$ cat src/rtl/seg7_scan_decoder.sv
// seg7_scan_decoder
//   Receive-side decoder for a multiplexed 4-digit 7-segment bus. It watches
//   the scanned digit enables and waits for each enable to settle. It then
//   samples that digit's segment pattern and decodes it back to a hex nibble.
//   Once enough identical complete frames have been seen, it publishes the
//   16-bit value on a valid/ready port.
//
//   Optional feature: define SCAN_TIMEOUT_EN to build the idle/stall detector.
//   Without it, scan_stall is constant 0 and TIMEOUT is ignored.
//
// Ports
//   clk            in   system clock, rising edge
//   rst_n          in   asynchronous active-low reset
//   en[3:0]        in   digit enables, en[k] selects digit k
//   a..g           in   segment lines
//   out_digits     out  published hex digits, digit3 at [15:12]
//   out_err        out  per-digit flag, published pattern was undecodable
//   out_valid      out  out_digits/out_err hold a new value
//   out_ready      in   consumer accepts when out_valid && out_ready
//   scan_stall     out  scan activity lost (SCAN_TIMEOUT_EN only)

module seg7_scan_decoder #(
    parameter int SETTLE         = 2,
    parameter int STABLE_FRAMES  = 2,
    parameter int EN_ACTIVE_LOW  = 1,
    parameter int SEG_ACTIVE_LOW = 1,
    parameter int TIMEOUT        = 1024
) (
    input  logic        clk,
    input  logic        rst_n,
    input  logic [3:0]  en,
    input  logic        a,
    input  logic        b,
    input  logic        c,
    input  logic        d,
    input  logic        e,
    input  logic        f,
    input  logic        g,
    output logic [15:0] out_digits,
    output logic [3:0]  out_err,
    output logic        out_valid,
    input  logic        out_ready,
    output logic        scan_stall
);

    localparam int SW = $clog2(SETTLE + 1);
    localparam int MW = $clog2(STABLE_FRAMES + 1);

    // Returns {err, nibble}; any pattern outside the table decodes to 0 with err set.
    function automatic logic [4:0] seg_decode(input logic [6:0] s);
        case (s)
            7'h7E: seg_decode = 5'h00;
            7'h30: seg_decode = 5'h01;
            7'h6D: seg_decode = 5'h02;
            7'h79: seg_decode = 5'h03;
            7'h33: seg_decode = 5'h04;
            7'h5B: seg_decode = 5'h05;
            7'h5F: seg_decode = 5'h06;
            7'h70: seg_decode = 5'h07;
            7'h7F: seg_decode = 5'h08;
            7'h7B: seg_decode = 5'h09;
            7'h77: seg_decode = 5'h0A;
            7'h1F: seg_decode = 5'h0B;
            7'h4E: seg_decode = 5'h0C;
            7'h3D: seg_decode = 5'h0D;
            7'h4F: seg_decode = 5'h0E;
            7'h47: seg_decode = 5'h0F;
            default: seg_decode = 5'h10;
        endcase
    endfunction

    logic [3:0]    en_q, en_d;
    logic [6:0]    seg_q, seg_d;
    logic [3:0]    en_prev_q, en_prev_d;
    logic [SW-1:0] settle_q, settle_d;
    logic          done_q, done_d;
    logic [15:0]   cap_dig_q, cap_dig_d;
    logic [3:0]    cap_err_q, cap_err_d;
    logic [3:0]    mask_q, mask_d;
    logic [15:0]   prev_dig_q, prev_dig_d;
    logic [3:0]    prev_err_q, prev_err_d;
    logic [MW-1:0] match_q, match_d;
    logic          published_q, published_d;
    logic [15:0]   out_digits_q, out_digits_d;
    logic [3:0]    out_err_q, out_err_d;
    logic          out_valid_q, out_valid_d;

    logic [3:0]    en_n;
    logic [6:0]    seg_n;
    logic [4:0]    dec;
    logic [1:0]    slot;
    logic          sample;
    logic          frame_done;
    logic          publish;

`ifdef SCAN_TIMEOUT_EN
    localparam int IW = $clog2(TIMEOUT + 1);
    logic [IW-1:0] idle_q, idle_d;
    logic          stall_q, stall_d;
`endif

    always_comb begin
        en_d  = en;
        seg_d = {a, b, c, d, e, f, g};
        en_n  = (EN_ACTIVE_LOW != 0) ? ~en_q : en_q;
        seg_n = (SEG_ACTIVE_LOW != 0) ? ~seg_q : seg_q;
        dec   = seg_decode(seg_n);

        case (en_n)
            4'b0001: slot = 2'd0;
            4'b0010: slot = 2'd1;
            4'b0100: slot = 2'd2;
            default: slot = 2'd3;
        endcase

        // settle_d counts cycles the current one-hot enable has been held,
        // including this one; done_d limits sampling to once per dwell.
        en_prev_d = en_n;
        settle_d  = '0;
        done_d    = 1'b0;
        sample    = 1'b0;
        if ($onehot(en_n)) begin
            if (en_n != en_prev_q) begin
                settle_d = SW'(1);
            end else begin
                settle_d = (settle_q == SW'(SETTLE)) ? settle_q : settle_q + 1'b1;
                done_d   = done_q;
            end
            if (!done_d && settle_d == SW'(SETTLE)) begin
                sample = 1'b1;
                done_d = 1'b1;
            end
        end

        cap_dig_d = cap_dig_q;
        cap_err_d = cap_err_q;
        mask_d    = mask_q;
        if (sample) begin
            cap_dig_d[4*slot +: 4] = dec[3:0];
            cap_err_d[slot]        = dec[4];
            mask_d[slot]           = 1'b1;
        end

        // Frame comparison uses the slot being written this cycle, so the
        // mask clears on the completing sample itself.
        frame_done = (mask_d == 4'hF);
        prev_dig_d = prev_dig_q;
        prev_err_d = prev_err_q;
        match_d    = match_q;
        if (frame_done) begin
            mask_d = 4'h0;
            if (match_q != '0 && cap_dig_d == prev_dig_q && cap_err_d == prev_err_q) begin
                match_d = (match_q == MW'(STABLE_FRAMES)) ? match_q : match_q + 1'b1;
            end else begin
                match_d    = MW'(1);
                prev_dig_d = cap_dig_d;
                prev_err_d = cap_err_d;
            end
        end

        publish = frame_done && (match_d == MW'(STABLE_FRAMES)) &&
                  (!published_q || cap_dig_d != out_digits_q || cap_err_d != out_err_q);

        published_d  = published_q | publish;
        out_digits_d = publish ? cap_dig_d : out_digits_q;
        out_err_d    = publish ? cap_err_d : out_err_q;
        out_valid_d  = out_valid_q;
        if (out_valid_q && out_ready) out_valid_d = 1'b0;
        if (publish)                  out_valid_d = 1'b1;

`ifdef SCAN_TIMEOUT_EN
        stall_d = stall_q;
        if (sample) begin
            idle_d  = '0;
            stall_d = 1'b0;
        end else begin
            idle_d = (idle_q == IW'(TIMEOUT)) ? idle_q : idle_q + 1'b1;
        end
        // A stalled scan abandons any partial frame and the match history,
        // but the last published value stays on the outputs.
        if (idle_d == IW'(TIMEOUT)) begin
            stall_d = 1'b1;
            mask_d  = 4'h0;
            match_d = '0;
        end
`endif
    end

    always_ff @(posedge clk or negedge rst_n) begin
        if (!rst_n) begin
            en_q         <= '0;
            seg_q        <= '0;
            en_prev_q    <= '0;
            settle_q     <= '0;
            done_q       <= 1'b0;
            cap_dig_q    <= '0;
            cap_err_q    <= '0;
            mask_q       <= '0;
            prev_dig_q   <= '0;
            prev_err_q   <= '0;
            match_q      <= '0;
            published_q  <= 1'b0;
            out_digits_q <= '0;
            out_err_q    <= '0;
            out_valid_q  <= 1'b0;
        end else begin
            en_q         <= en_d;
            seg_q        <= seg_d;
            en_prev_q    <= en_prev_d;
            settle_q     <= settle_d;
            done_q       <= done_d;
            cap_dig_q    <= cap_dig_d;
            cap_err_q    <= cap_err_d;
            mask_q       <= mask_d;
            prev_dig_q   <= prev_dig_d;
            prev_err_q   <= prev_err_d;
            match_q      <= match_d;
            published_q  <= published_d;
            out_digits_q <= out_digits_d;
            out_err_q    <= out_err_d;
            out_valid_q  <= out_valid_d;
        end
    end

`ifdef SCAN_TIMEOUT_EN
    always_ff @(posedge clk or negedge rst_n) begin
        if (!rst_n) begin
            idle_q  <= '0;
            stall_q <= 1'b0;
        end else begin
            idle_q  <= idle_d;
            stall_q <= stall_d;
        end
    end

    assign scan_stall = stall_q;
`else
    assign scan_stall = 1'b0;
`endif

    assign out_digits = out_digits_q;
    assign out_err    = out_err_q;
    assign out_valid  = out_valid_q;

endmodule
$ cat config.mk
export PLATFORM = sky130hd
export DESIGN_NAME = seg7_scan_decoder
export DESIGN_NICKNAME = d
export VERILOG_FILES = /design/src/rtl/seg7_scan_decoder.sv
export SDC_FILE = /design/constraint.sdc
export NUM_CORES = 1
export LEC_CHECK = 0
export CAP_MARGIN = 25
export CORE_MARGIN = 2
export CORE_UTILIZATION = 50
export CTS_CLUSTER_DIAMETER = 60
export DETAILED_ROUTE_END_ITERATION = 6
export PLACE_DENSITY = 0.71
export SYNTH_ARGS = -nofsm -noshare
export SYNTH_HDL_FRONTEND = slang
export SYNTH_SLANG_ARGS = --single-unit
$ cat constraint.sdc
create_clock -name clk -period 9.1 [get_ports clk]
set_clock_uncertainty 0.1 [all_clocks]
set_input_delay 2.275 -clock clk [delete_from_list [all_inputs] [get_ports clk]]
set_output_delay 2.275 -clock clk [all_outputs]
set_load 0.05 [all_outputs]
Yosys cells after proc, flatten, opt, wreduce, memory -nomap -nowiden

Index checks and enable logic that the tools add are counted.

Bits of input ports: 14
Register bits: 86

Magnitude comparators: 2
Bitwise logic cells: 5
Reduce and logical (&&, ||, !) cells: 14
Add/sub/neg operators: 6
Equality and inequality tests: 30
Shifts and indexed selects: 2
Multiplexer cells: 25

Operators with widths:

| cell                                                  | number |
|---|---|
| equality test 7 bit, second input constant            | 12 |
| one-hot mux 5 bit (16 select lines)                   | 1 |
| negator 4 -> 34 bit                                   | 1 |
| variable shift 4 x 34 -> 16 bit, first input constant | 1 |
| indexed part select 4 x 34 -> 16 bit                  | 1 |
| equality test 7 x 6 -> 1 bit, second input constant   | 3 |
| bitwise mux 16 bit                                    | 1 |
| equality test 16 bit                                  | 1 |
| 2-to-1 mux 16 bit                                     | 1 |
| != test 16 bit                                        | 1 |
| 2-to-1 mux 2 bit                                      | 7 |
| 2-to-1 mux 4 bit                                      | 3 |
| 2-to-1 mux 1 bit                                      | 9 |
| equality test 2 bit, second input constant            | 4 |
| != test 4 bit                                         | 2 |
| equality test 7 x 5 -> 1 bit, second input constant   | 1 |
| logical AND 1 bit                                     | 7 |
| NOT 7 bit                                             | 1 |
| one-hot mux 2 bit (3 select lines)                    | 1 |
| adder 1 x 1 -> 2 bit                                  | 2 |
| adder 2 x 1 -> 2 bit, second input constant           | 2 |
| bitwise mux 4 bit                                     | 1 |
| equality test 4 x 1 -> 1 bit, second input constant   | 1 |
| equality test 4 x 2 -> 1 bit, second input constant   | 1 |
| 16 further kinds                                      | 19 |

Depth between registers and ports, before layout

Depth in word-level cells: 19
Depth in mapped cells: 17

Least setup slack after synthesis

OpenSTA, ideal clock, no wires.

Path kind: register to register
Start: reg en_q[0]
End: reg out_digits_q[0], in the netlist out_digits[0]
Data required time: 8.875 ns
Path buffers: 3
Stages on the path, launching flop included: 17
Setup slack: 4.346 ns
Arrival time: 4.529 ns
Cell sequence: dfrtp_1 fa_1 inv_1 ha_1 ha_1 nor3b_2 nand2_1 or4_1 buf_2 o21ai_4 o2bb2ai_1 a2111oi_0 nand4_1 or4b_1 buf_2 buf_6 mux2_4

Word-level cells in the longest chain between the ends: 17
Elaborated cells between the ends (all ways): 46
Classes of those cells: add/sub: 3; order compare: 2; eq/ne: 12; shift: 2; mux: 16; bitwise: 2; reduce/logical: 9

RTL lines:

| element                                                     | line | text |
|---|---|---|
| start: declaration                                          | 72   | `logic [3:0] en_q, en_d;` |
| start signal: assignment                                    | 207  | `en_q <= en_d;` |
| NOT 4 bit (*)                                               | 105  | `en_n = (EN_ACTIVE_LOW != 0) ? ~en_q : en_q;` |
| branches (longest 7 deep; another with negator 4 -> 34 bit) | n/a  |  |
| 2-to-1 mux 16 bit (*)                                       | 138  | `if (sample) begin` |
| named net cap_dig_d[5]                                      | 77   | `logic [15:0] cap_dig_q, cap_dig_d;` |
| equality test 16 bit                                        | 152  | `if (match_q != '0 && cap_dig_d == prev_dig_q && cap_err_d == prev_err_q) begin` |
| logical AND 1 bit (2 in a row)                              | 152  |  |
| 2-to-1 mux 2 bit                                            | 152  |  |
| 2-to-1 mux 2 bit                                            | 150  | `if (frame_done) begin` |
| equality test 2 bit                                         | 161  | `publish = frame_done && (match_d == MW'(STABLE_FRAMES)) &&` |
| logical AND 1 bit                                           | 161  |  |
| logical AND 1 bit (*)                                       | 161  |  |
| end signal: assignment                                      | 219  | `out_digits_q <= out_digits_d;` |
| end: declaration                                            | 84   | `logic [15:0] out_digits_q, out_digits_d;` |

Mark *: on every way through the listed nets, which the timed path passes. The select of a mux whose other input is x is not followed.
A chain may end at the register's enable or synchronous reset.

Worst setup path after layout

Start: reg en_q[0]
End: reg out_digits_q[4], in the netlist out_digits[4]

Word-level cells in the longest chain between the ends: 17
Elaborated cells between the ends (all ways): 46
Classes of those cells: add/sub: 3; order compare: 2; eq/ne: 12; shift: 2; mux: 16; bitwise: 2; reduce/logical: 9

RTL lines:

| element                                                      | line |
|---|---|
| NOT 4 bit (*)                                                | 105 |
| branches (longest 16 deep; another with negator 4 -> 34 bit) | n/a |

Every way passes the cells marked *. The select of a mux whose other input is x is not followed.

==> run metrics <==
status finished, final reports clean; Buffers on Ports 34; Synth Register Bits 86; slowest CP cell or4b_1; top-count cell post-synth dfrtp_1; Pwr Total 0.748 mW; Initial Util 50.7%; total internal power 0.553 mW; slowest stage delay, CP 0.75 ns; WL/cell 20.9 µm; maximum capacitance violations 0; Area growth syn-to-layout 12.1%; clock sink total 86; global route overflow 0; VDD IR max 0.000101 V; top-area cell type share of the netlist area 41.8%; Sw Ratio 26.0%; via count 4,180; EDFF count, synth 0; Final Hold Violating Endpoints 0; R2R cell count 15; Slew Limit Fails 0; Diodes inserted 0; Async SR Flop Fraction 100%; Max Freq 173 MHz; number of global-route vias before repair 4,078; first-pass GRT wire length 22,600 µm; Reg power frac 53.0%; CTS Buf Count 9; Power Dens Cells 130 nW/µm²; row cnt 37; Crit path depth 15; Pre-antenna DRT Iters 5; CTS max path bufs 2; htree depth 3; initial antenna violation count 0; relative slew slack 33.9%; dominant synthesized flop cell dfrtp_1; Core Box Area 10,100 µm²; Post-CTS Setup Inserts 0; Comb power frac 8.4%; Post-CTS Resized 0; Syn Nets 535; synthesized cell area 5140 µm²; DRC violations left 0; RSZ-0062 raised after global routing false; clock tree from TritonCTS built; class of the worst hold path register to register; layout cells sized above 1 14.5%; part of the Yosys area used for sequential elements 41.8%; post-synth top area cell dfrtp_1; worst path cell trace fa_1 -> inv_1 -> ha_1 -> ha_1 -> nor3b_2 -> nand2_1 -> nor3_2 -> o32ai_1 -> nor4_1 -> nand4_1 -> a2111oi_0 -> nand4_1 -> or4b_1 -> buf_4 -> mux2_4; Worst-Skew Late Latency 0.39 ns; Static Leakage 2.64 nW; Hold Buf Count CTS 0; ANT nets after route 0; WP data required 9.26 ns; synth warn 0; width of the die 105 µm; final worst-path cycle share 63.6%; synth top area cells dfrtp_1 42%, mux2_2 6.4%, mux2_4 5.3%; dpl hpwl 10,300 µm; chip height 105 µm; pin slew with the least headroom to its limit 0.990 ns; final number of setup-violating endpoints 0; Hold Path Depth 2; Final Critical Period 5.78 ns; largest net degree at the start of global routing 58; WL final 14,000 µm; crit-path leading delay family simple AND/OR/NAND/NOR gates; Critical path buffers and inverters 2; Cell variety after synth 74; Clock Root Buffer clkbuf_8; Mean Syn Cell Area 10.1 µm²; Setup crit start kind register; CP arrival 5.95 ns; Die Area 11,100 µm²; Filler Cell Count 876; most frequent cells after synthesis 86 x dfrtp_1, 36 x inv_1, 34 x nand2_1; # IOs 36; via/cell ratio 6.21; NumNets Final 560; Max Fanout on Critical Path 16; synthesized instance count 507; Clock Power Share 38.6%; flop2flop setup slack 3.32 ns; clock slew at reported path FFs 0.09 ns; NetSw 0.194 mW; critical path endpoint category register; sum of negative setup slack 0 ns; All-Layer GR Usage 26.5%; gpl congestion 0.991; Initial DRC Count 384; crit path kind register to register
[worst paths after layout]
kind                                 from       endpoint
worst max register to register    en_q[0]  out_digits[4]
max in group asynchronous           rst_n  out_digits[5]
min in group asynchronous           rst_n  prev_dig_q[2]
worst min-delay path            mask_q[2]      mask_q[2]
worst max-delay path              en_q[0]  out_digits[4]
worst min register to register  mask_q[2]      mask_q[2]
[registers in the layout (all words and copies together), names as in the netlist]
name         flops
mask_q           4
settle_q         2
out_digits      16
en_prev_q        4
published_q      1
seg_q            7
cap_err_q        4
en_q             4
cap_dig_q       16
match_q          2
out_err          4
done_q           1
prev_dig_q      16
prev_err_q       4
out_valid        1
[cell usage in the layout, fill, tap and decap left out, types with 12 or more instances in the layout]
cell type and instances:
clkdlybuf4s50_1 33, nand3_1 15, nor3_1 13, inv_1 36
o22ai_1 12, o21ai_0 24, xor2_1 22, nor2_1 27
dfrtp_1 86, nand2_1 34, mux2_2 29, ha_1 13
mux2_4 18
[through the flow]
step	worst slack [ns]	cells	hold WS, ns	cell area [µm²]	util (%)
2_1_floorplan	4.35	507	0.351	5140	-
3_3_place_gp	3.56	657	0.389	5560	54.8
3_5_place_dp	3.40	657	0.391	5560	54.8
4_1_cts	3.42	673	0.412	5770	56.9
5_1_grt	2.82	673	0.436	5770	56.9
6_report	3.32	673	0.408	5770	56.9
[power groups by stage]
stage | Clock [mW] | Combinational (mW) | Sequential, mW
detailed placement | 0 | 0.0621 | 0.404
floorplan | 0 | 0.0423 | 0.398
global placement | 0 | 0.0609 | 0.403
finish | 0.289 | 0.0627 | 0.396
CTS | 0.293 | 0.0623 | 0.396
global route | 0.306 | 0.0698 | 0.398
[per-layer routing]
layer  global-route usage, %  routed length [µm]  vias to the layer above
met5                       0                   0                        -
met4                    10.8                 464                        0
met3                    6.43                1050                       36
met2                    37.9                6210                      198
met1                    38.4                6320                     2053
li1                        -                   -                     1893
[cells by family (layout without fill, tap and decap cells)]
logic type | Yosys count | after routing | synth area share, %
AOI/OAI and AO/OA | 106 | 106 | 14.6
and+or+nand+nor | 157 | 157 | 17.1
buffers and inverters | 60 | 90 | 5.04
DFF | 86 | 86 | 41.8
xor gates and xnor gates | 32 | 32 | 5.45
muxes | 51 | 51 | 12.4
adders and majority gates | 14 | 14 | 3.55
other | 1 | 1 | 0.0729
[final cells by class]
type | instances | area (µm²) | area share, %
clock buffer | 12 | 155 | 2.69
clock inverter | 4 | 55.1 | 0.955
inverter | 36 | 135 | 2.34
multi-input combinational | 361 | 2730 | 47.4
sequential | 86 | 2150 | 37.3
tap | 136 | 170 | 2.95
timing repair buffer | 38 | 368 | 6.38
[worst min-delay path, cell delays in order, from the launching register on]
cell and delay, ns:
dfrtp_1 0.33, nor2_1 0.05, nor2_1 0.09
Power figures use the tool's default switching activity.
